--- config.mk ---
export PLATFORM = sky130hd
export DESIGN_NAME = div_csr_ctrl
export DESIGN_NICKNAME = d
export VERILOG_FILES = /design/src/rtl/div_csr_pkg.sv /design/src/rtl/div_iter.sv /design/src/rtl/div_csr_ctrl.sv
export SDC_FILE = /design/constraint.sdc
export NUM_CORES = 1
export LEC_CHECK = 0
export ABC_AREA = 1
export CAP_MARGIN = 10
export CORE_MARGIN = 4
export CORE_UTILIZATION = 51
export DETAILED_ROUTE_END_ITERATION = 8
export PLACE_DENSITY = 0.74
export SLEW_MARGIN = 5
export SYNTH_ARGS = -nofsm -noshare
export SYNTH_HDL_FRONTEND = slang
export SYNTH_SLANG_ARGS = --single-unit
--- constraint.sdc ---
create_clock -name clk_i -period 2.1 [get_ports clk_i]
set_input_delay 0.21 -clock clk_i [delete_from_list [all_inputs] [get_ports clk_i]]
set_output_delay 0.21 -clock clk_i [all_outputs]
set_load 0.005 [all_outputs]
--- src/rtl/div_csr_pkg.sv ---
// rtl/div_csr_pkg.sv - shared register map, STATUS bit positions and FSM states for div_csr_ctrl
package div_csr_pkg;

   // Byte offsets within the writable window (BASE_IN)
   localparam logic [31:0] OFF_DIVIDEND  = 32'h0;
   localparam logic [31:0] OFF_DIVISOR   = 32'h4;

   // Byte offsets within the read-only window (BASE_OUT)
   localparam logic [31:0] OFF_QUOTIENT  = 32'h0;
   localparam logic [31:0] OFF_REMAINDER = 32'h4;
   localparam logic [31:0] OFF_STATUS    = 32'h8;

   // STATUS register bit positions
   localparam int STATUS_BUSY_BIT  = 0;
   localparam int STATUS_DZ_BIT    = 1;
   localparam int STATUS_VALID_BIT = 2;

   // Number of restoring iterations, one quotient bit each
   localparam int DIV_STEPS = 32;

   typedef enum logic [0:0] {
      ST_IDLE = 1'b0,
      ST_CALC = 1'b1
   } div_state_e;

endpackage

--- src/rtl/div_iter.sv ---
// rtl/div_iter.sv - iterative unsigned restoring radix-2 divider, one quotient bit per cycle
module div_iter
   import div_csr_pkg::*;
(
   input  logic        clk,
   input  logic        rst_n,
   input  logic        start,
   input  logic [31:0] dividend,
   input  logic [31:0] divisor,
   output logic        done,
   output logic [31:0] quotient,
   output logic [31:0] remainder
);

   logic        active;
   logic [4:0]  cnt;
   logic [31:0] rem_q;
   logic [31:0] quo_q;
   logic [31:0] dsr_q;

   logic [32:0] trial;
   logic        ge;
   logic [31:0] diff;
   logic [31:0] rem_nxt;
   logic [31:0] quo_nxt;
   logic        dz;

   // One restoring step: shift next dividend bit into the partial remainder, subtract if it fits.
   // quo_q starts as the dividend and is shifted left as quotient bits enter at the bottom.
   always_comb begin
      trial   = {rem_q, quo_q[31]};
      ge      = (trial >= {1'b0, dsr_q});
      diff    = trial[31:0] - dsr_q;
      rem_nxt = ge ? diff : trial[31:0];
      quo_nxt = {quo_q[30:0], ge};
      dz      = (dsr_q == 32'd0);
   end

   // Divide-by-zero finishes on its first cycle; otherwise the last step is the one at count 31.
   // Results are presented combinationally on the done cycle so the caller can capture them.
   always_comb begin
      done      = active && (dz || (cnt == 5'(DIV_STEPS - 1)));
      quotient  = dz ? 32'hFFFF_FFFF : quo_nxt;
      remainder = dz ? quo_q : rem_nxt;
   end

   // Iteration state: load operands on start, step until done, then go quiet.
   always_ff @(posedge clk or negedge rst_n) begin
      if (!rst_n) begin
         active <= 1'b0;
         cnt    <= 5'd0;
         rem_q  <= 32'd0;
         quo_q  <= 32'd0;
         dsr_q  <= 32'd0;
      end else if (start) begin
         active <= 1'b1;
         cnt    <= 5'd0;
         rem_q  <= 32'd0;
         quo_q  <= dividend;
         dsr_q  <= divisor;
      end else if (active) begin
         if (done) begin
            active <= 1'b0;
         end else begin
            cnt   <= cnt + 5'd1;
            rem_q <= rem_nxt;
            quo_q <= quo_nxt;
         end
      end
   end

endmodule

--- src/rtl/div_csr_ctrl.sv ---
// rtl/div_csr_ctrl.sv - register-mapped front end for the iterative divider: decode, registers, sequencing
module div_csr_ctrl
   import div_csr_pkg::*;
#(
   parameter logic [31:0] DIVISOR_INIT = 32'd10,
   parameter logic [31:0] BASE_IN      = 32'h1000_0000,
   parameter logic [31:0] BASE_OUT     = 32'h2000_0000
) (
   input  logic        clk_i,
   input  logic        rst_n_i,
   input  logic        host_req_i,
   input  logic        host_we_i,
   input  logic [31:0] host_addr_bi,
   input  logic [31:0] host_wdata_bi,
   output logic        host_ack_o,
   output logic        host_resp_o,
   output logic [31:0] host_rdata_bo,
   output logic        busy_o
);

   div_state_e  state;
   logic [31:0] divisor_reg;
   logic [31:0] quotient_reg;
   logic [31:0] remainder_reg;
   logic        dz_flag;
   logic        valid_flag;

   logic        sel_dividend;
   logic        sel_divisor;
   logic        sel_quotient;
   logic        sel_remainder;
   logic        sel_status;
   logic        calc;
   logic        stall;
   logic        launch;
   logic        wr_divisor;
   logic        rd_accept;
   logic [31:0] status_word;
   logic [31:0] rd_mux;

   logic        iter_done;
   logic [31:0] iter_quotient;
   logic [31:0] iter_remainder;

   // Address decode and stall policy: only a new launch or a result read has to wait for IDLE.
   always_comb begin
      sel_dividend  = (host_addr_bi == BASE_IN  + OFF_DIVIDEND);
      sel_divisor   = (host_addr_bi == BASE_IN  + OFF_DIVISOR);
      sel_quotient  = (host_addr_bi == BASE_OUT + OFF_QUOTIENT);
      sel_remainder = (host_addr_bi == BASE_OUT + OFF_REMAINDER);
      sel_status    = (host_addr_bi == BASE_OUT + OFF_STATUS);
      calc          = (state == ST_CALC);
      stall         = calc && ((host_we_i && sel_dividend) ||
                               (!host_we_i && (sel_quotient || sel_remainder)));
      host_ack_o    = rst_n_i && host_req_i && !stall;
      launch        = host_ack_o && host_we_i && sel_dividend;
      wr_divisor    = host_ack_o && host_we_i && sel_divisor;
      rd_accept     = host_ack_o && !host_we_i;
   end

   // STATUS assembly and read-data selection; unmapped and write-only addresses read as zero.
   always_comb begin
      status_word                   = 32'd0;
      status_word[STATUS_BUSY_BIT]  = calc;
      status_word[STATUS_DZ_BIT]    = dz_flag;
      status_word[STATUS_VALID_BIT] = valid_flag;
      rd_mux = 32'd0;
      if (sel_divisor)   rd_mux = divisor_reg;
      if (sel_quotient)  rd_mux = quotient_reg;
      if (sel_remainder) rd_mux = remainder_reg;
      if (sel_status)    rd_mux = status_word;
   end

   div_iter u_div_iter (
      .clk       (clk_i),
      .rst_n     (rst_n_i),
      .start     (launch),
      .dividend  (host_wdata_bi),
      .divisor   (divisor_reg),
      .done      (iter_done),
      .quotient  (iter_quotient),
      .remainder (iter_remainder)
   );

   // FSM and result registers: launch samples the divisor, completion publishes the result.
   always_ff @(posedge clk_i or negedge rst_n_i) begin
      if (!rst_n_i) begin
         state         <= ST_IDLE;
         quotient_reg  <= 32'd0;
         remainder_reg <= 32'd0;
         dz_flag       <= 1'b0;
         valid_flag    <= 1'b0;
         busy_o        <= 1'b0;
      end else begin
         case (state)
            ST_IDLE: begin
               if (launch) begin
                  state      <= ST_CALC;
                  busy_o     <= 1'b1;
                  valid_flag <= 1'b0;
                  dz_flag    <= (divisor_reg == 32'd0);
               end
            end
            ST_CALC: begin
               if (iter_done) begin
                  state         <= ST_IDLE;
                  busy_o        <= 1'b0;
                  quotient_reg  <= iter_quotient;
                  remainder_reg <= iter_remainder;
                  valid_flag    <= 1'b1;
               end
            end
            default: begin
               state  <= ST_IDLE;
               busy_o <= 1'b0;
            end
         endcase
      end
   end

   // DIVISOR register: writable at any time, the running division keeps its own copy.
   always_ff @(posedge clk_i or negedge rst_n_i) begin
      if (!rst_n_i) begin
         divisor_reg <= DIVISOR_INIT;
      end else if (wr_divisor) begin
         divisor_reg <= host_wdata_bi;
      end
   end

   // Read response: data and valid strobe appear exactly one cycle after the accepted read.
   always_ff @(posedge clk_i or negedge rst_n_i) begin
      if (!rst_n_i) begin
         host_resp_o   <= 1'b0;
         host_rdata_bo <= 32'd0;
      end else begin
         host_resp_o   <= rd_accept;
         host_rdata_bo <= rd_accept ? rd_mux : 32'd0;
      end
   end

endmodule

Yosys cells after proc, flatten, opt, wreduce, memory -nomap -nowiden
Index checks and enable logic that the tools add are counted.
{"block": "word_totals", "ff_bits": 235, "latch_bits": 0, "mem_bits_rw": 0, "rom_bits": 0, "input_bits": 68, "elab_cells": 77, "mem_count": 0}
{"block": "classes", "n_addsub": 2, "n_mul": 0, "div_mod_pow": 0, "magnitude_cmp": 1, "eq_ne": 9, "shift": 0, "mux": 28, "n_bitwise": 1, "reduce_logical": 22}
{"operator": "$mux W32", "n": 14}
{"operator": "$eq A32 B30 Y1 const B", "n": 3}
{"operator": "$eq A32 B29 Y1 const B", "n": 2}
{"operator": "$logic_not A32 Y1", "n": 2}
{"operator": "$ge A33 B32 Y1", "n": 1}
{"operator": "$sub A32 B32 Y32", "n": 1}
{"operator": "$mux W5", "n": 3}
{"operator": "$logic_and A1 B1 Y1", "n": 10}
{"operator": "$mux W1", "n": 8}
{"operator": "$reduce_and A2 Y1", "n": 4}
{"operator": "$pmux W1 S2", "n": 3}
{"operator": "$add A5 B1 Y5 const B", "n": 1}
{"operator": "$eq A5 B5 Y1 const B", "n": 1}
{"operator": "$ne A2 B2 Y1 const B", "n": 2}
{"operator": "$logic_or A1 B1 Y1", "n": 3}
{"operator": "$logic_not A1 Y1", "n": 2}
{"operator": "$ne A2 B1 Y1 const B", "n": 1}
{"operator": "$reduce_bool A2 Y1", "n": 1}
{"operator": "$not A1 Y1", "n": 1}

Longest topological paths before layout
{"block": "depth", "depth_word": 11, "depth_mapped": 18, "mapped_depth_nobuf": 16}

Modules after synthesis
A second synthesis with hierarchy kept.
{"block": "unflattened", "cells_unflattened": 1957, "hier_area_um2": 13639.3}
{"mod": "div_iter", "instances": 1, "cells_each": 1234, "area_each_um2": 7724.9, "seq_area_each_um2": 2552.4}
{"mod": "div_csr_ctrl", "instances": 1, "cells_each": 723, "area_each_um2": 5914.4, "seq_area_each_um2": 3330.7}

Worst setup path after synthesis
OpenSTA, ideal clock, no wires.
{"block": "synth_path", "kind": "reg2reg", "startpoint": "register u_div_iter.dsr_q[3]", "endpoint": "register remainder_reg[10]", "setup_ns": 0.121, "t_arrival_ns": 1.878, "required_time_ns": 1.979, "path_slack_ns": 0.101, "stages_incl_launch_ff": 18, "period_less_slack_ns": 1.999, "cell_sequence": "dfrtp_1 inv_2 ha_1 nand2_1 inv_1 nand2_1 nand2_1 nand2_1 nand3_2 nand2_1 nand2_2 nand2_2 nand2_4 buf_4 nand2_1 nand2_1 o21ai_1 nand2_1"}
{"block": "synth_via", "elab_chain_len": 4, "elab_cells_between_ends": 8}
{"element": "from (decl)", "line_no": "div_iter.sv:19", "source": "logic [31:0] dsr_q;"}
{"element": "from (signal assigned)", "line_no": "div_iter.sv:60", "source": "dsr_q <= divisor;"}
{"element": "parallel branches: the longest is 4 deep, another holds $sub A32 B32 Y32"}
{"element": "to (signal assigned)", "line_no": "div_csr_ctrl.sv:109", "source": "remainder_reg <= iter_remainder;"}
{"element": "to (decl)", "line_no": "div_csr_ctrl.sv:24", "source": "logic [31:0] remainder_reg;"}
Parallel ways; which one is timed is not known.
A chain may end at the register's enable or synchronous reset.

Worst setup path after layout
{"block": "layout_path", "startpoint": "register u_div_iter.rem_q[6]", "endpoint": "register u_div_iter.rem_q[16]"}
{"block": "layout_via", "elab_chain_len": 5, "elab_cells_between_ends": 6}
{"element": "from (decl)", "line_no": "div_iter.sv:17", "source": "logic [31:0] rem_q;"}
{"element": "from (signal assigned)", "line_no": "div_iter.sv:66", "source": "rem_q <= rem_nxt;"}
{"element": "$sub A32 B32 Y32 / $ge A33 B32 Y1 (equally long branches)", "line_no": "div_iter.sv:33, div_iter.sv:32"}
{"element": "$mux W32 (*)", "line_no": "div_iter.sv:34", "source": "rem_nxt = ge ? diff : trial[31:0];"}
{"element": "$mux W32 (*)", "line_no": "div_iter.sv:62", "source": "if (done) begin"}
{"element": "$mux W32 (*)", "line_no": "div_iter.sv:61", "source": "end else if (active) begin"}
{"element": "$mux W32 (*)", "line_no": "div_iter.sv:55", "source": "end else if (start) begin"}
Mark *: on every way between the ends. The rest lies on a longest branch, timed or not. The select of a mux whose other input is x is not followed.

==> results_dict.tcl <==
set metrics [dict create \
    synth-main-ff-cell "dfrtp_1" \
    leakage_nw 10.1 \
    arrival_ns 2.80 \
    drtAntennaViolNets 0 \
    synth_edf_count 0 \
    dp_hpwl_um 32600 \
    syn_area_mm2 0.0139 \
    peakVddDrop_v 0.000538 \
    worstReg2RegStart "u_div_iter.rem_q[6]" \
    synth.avg_cell_area_um2 7.25 \
    clk_latency_ns 0.54 \
    p_seq_frac 0.491 \
    tightest_slew_ns 0.731 \
    hold_violations 0 \
    cts-root-buf "clkbuf_16" \
    synth_seq_cells 235 \
    cts_tree "done" \
    yosysUniqueCellTypes 42 \
    met1_length_um 20100 \
    die-area_mm2 0.0300 \
    pin_count 103 \
    start_kind "register" \
    dp_cells 2526 \
    die_height_um 173 \
    route.met3.wl_um 5950 \
    yosysWarningCount 0 \
    met2WireLength_um 25200 \
    io_buffers 102 \
    required_ns 2.51 \
    drc 0 \
    end_kind "register" \
    status "complete, but fails checks" \
    start_util 0.517 \
    hp-class "in -> reg" \
    finalNonFillerCells 2644 \
    final_util 0.768 \
    yosysSeqAreaShare 0.423 \
    setup_viol 101 \
    synth_fp_nets 2019 \
    max_slew_margin 0.512 \
    globalplace.congestion 0.908 \
    n_fill_cell 1716 \
    htree_num_levels 1 \
    dr.pass1.iters 6 \
    combPwrFrac 0.036 \
    p_switching_mw 2.01 \
    p_int_mw 7.20 \
    clk_path_buf_depth 3 \
    maxCapViolCount 0 \
    drive_above_1_share 0.323 \
    swShare 0.218 \
    grt_pass1_wl_um 75200 \
    drt-total-wl_um 54400 \
    vias_per_cell 5.92 \
    layout.nets 2390 \
    fin_crit_sh 1.14 \
    path_class "reg -> reg" \
    drt_iter0_drc 2087 \
    setup_ws_ns -0.290 \
    clkTransAtPathRegs_ns 0.07 \
    die_x_um 173 \
    slew_violations 0 \
    num_antenna_cells 0 \
    area_growth_pct 48.6 \
    antenna_found_initial 0 \
    vias 15700 \
    power.density_mw_per_mm2 446 \
    fmax_ghz 0.418 \
    grt.total_usage 0.307 \
    rows 60 \
    pwr-share-clk 0.473 \
    syn-instance-count 1916 \
    post-route-min-period_ns 2.39 \
    core_mm2 0.0269 \
    hp-start "host_wdata_bi[1]" \
    worstPathMaxFanout 8 \
    overflow 0 \
    tns_ns -14.62 \
    grt_max_degree 134 \
    clock-sinks 235 \
    startpoint "u_div_iter.rem_q[6]" \
    async_flop_share 1.00 \
    grt_pass1_vias 14400 \
    rsz0062_at_grt "yes" \
    fin_skew_ns 0.0232 \
    post_drt_wl_per_cell_um 20.6 \
    highest_layer "met4" \
    violations "setup timing" \
    numCtsBuffers 24 \
]
==> power groups by stage <==
stage          registers, mW  logic [mW]  clock network (mW)
3_3_place_gp            4.61       0.324                   0
4_1_cts                 4.53       0.333                4.35
6_report                4.53       0.330                4.36
5_1_grt                 4.52       0.362                4.57
2_1_floorplan           4.61      0.0620                   0
3_5_place_dp            4.61       0.328                   0
==> final timing paths <==
kind                                              to  slack [ns]  cells after the start
worst max register to register  u_div_iter.rem_q[16]       -0.29                     14
worst min register to register     remainder_reg[19]        0.48                      2
worst max-delay path            u_div_iter.rem_q[16]       -0.29                     14
worst min-delay path                  divisor_reg[1]        0.23                      3
min in group asynchronous          remainder_reg[18]        0.38                      3
max in group asynchronous       u_div_iter.rem_q[29]        1.10                      3
==> metrics by stage <==
stage	instance area (um^2)	setup slack (ns)	hold WS [ns]	total power, mW
2_1_floorplan	13900	0.101	-0.0856	4.68
3_3_place_gp	17200	-0.305	0.348	4.94
3_5_place_dp	17200	-0.328	0.341	4.94
4_1_cts	19200	-0.123	0.223	9.21
5_1_grt	20700	-0.371	0.254	9.45
6_report	20700	-0.290	0.233	9.22
==> worst max-delay path: stages, from the launching register on <==
cell,delay [ns]
dfrtp_1,0.43
ha_4,0.32
nand2_4,0.06
nor2_2,0.19
nand3_1,0.11
nand3b_1,0.20
nand2_2,0.11
nor2_4,0.07
buf_8,0.16
buf_12,0.16
buf_8,0.12
nand3_4,0.08
nand2_1,0.09
nand3_1,0.09
nand2_1,0.07
==> cell type report <==
| class | count | area [um^2] | area share |
|---|---|---|---|
| clock inverter | 7 | 98.8 | 0.00479 |
| inverter | 309 | 1170 | 0.0569 |
| tap | 341 | 427 | 0.0207 |
| timing repair buffer | 441 | 4330 | 0.209 |
| clock buffer | 35 | 692 | 0.0335 |
| sequential | 235 | 5890 | 0.285 |
| multi-input combinational | 1276 | 8050 | 0.390 |
==> repair_timing <==
item | 4_1_cts | 5_1_grt
hold endpoints to repair | 233 | 0
resized for setup | 203 | 240
endpoints found under the setup margin | 119 | 133
hold buffers | 1 | 0
pin swaps | 70 | 71
buffers inserted | 30 | 33
cloned | 2 | 11
==> cell families (layout without fill, tap and decap cells) <==
kind of cell,after synthesis,in the layout,share of synthesized area
buffers and inverters,405,792,0.121
flip-flops,235,235,0.423
AND/OR/NAND/NOR,981,981,0.311
adder cells (fa/ha/maj),35,35,0.0320
XOR/XNOR,15,15,0.00945
AO/OA/AOI/OAI,245,245,0.103
==> placed cells by master, fill, tap and decap left out, types with 6 or more instances in the layout <==
cell	netlist	routed
nand4_1	48	48
o221ai_1	29	29
inv_2	6	47
clkbuf_1	35	6
clkdlybuf4s50_1	0	100
nor2_1	130	98
nand3_1	216	143
clkbuf_16	0	33
nand2_2	5	90
nand3_2	10	57
a21oi_1	58	44
inv_1	302	259
o21ai_0	40	34
nand2_4	2	22
buf_12	0	38
buf_6	8	8
a22oi_1	31	28
nand2_1	523	417
a21oi_2	0	12
o21ai_1	81	75
ha_4	0	31
nand3_4	0	26
buf_4	15	276
xor2_1	13	9
and2_1	8	8
nor2_4	4	18
dfrtp_1	233	231
nor2_2	7	25
o21ai_2	0	12
nand3b_1	9	9
==> Yosys cell counts, types with 34 or more instances <==
master | count | share of area
a21oi_1 | 58 | 0.021
buf_2 | 35 | 0.013
clkbuf_1 | 35 | 0.0095
dfrtp_1 | 233 | 0.42
ha_1 | 34 | 0.031
inv_1 | 302 | 0.082
nand2_1 | 523 | 0.14
nand3_1 | 216 | 0.078
nand4_1 | 48 | 0.022
nor2_1 | 130 | 0.035
o21ai_0 | 40 | 0.014
o21ai_1 | 81 | 0.029
==> routing by layer <==
metal  GRT usage  vias to the layer above
li1            -                     6895
met5           0                        -
met3      0.0588                      287
met4       0.103                        0
met2       0.499                     1096
met1       0.415                     7372
Power figures use the tool's default switching activity.
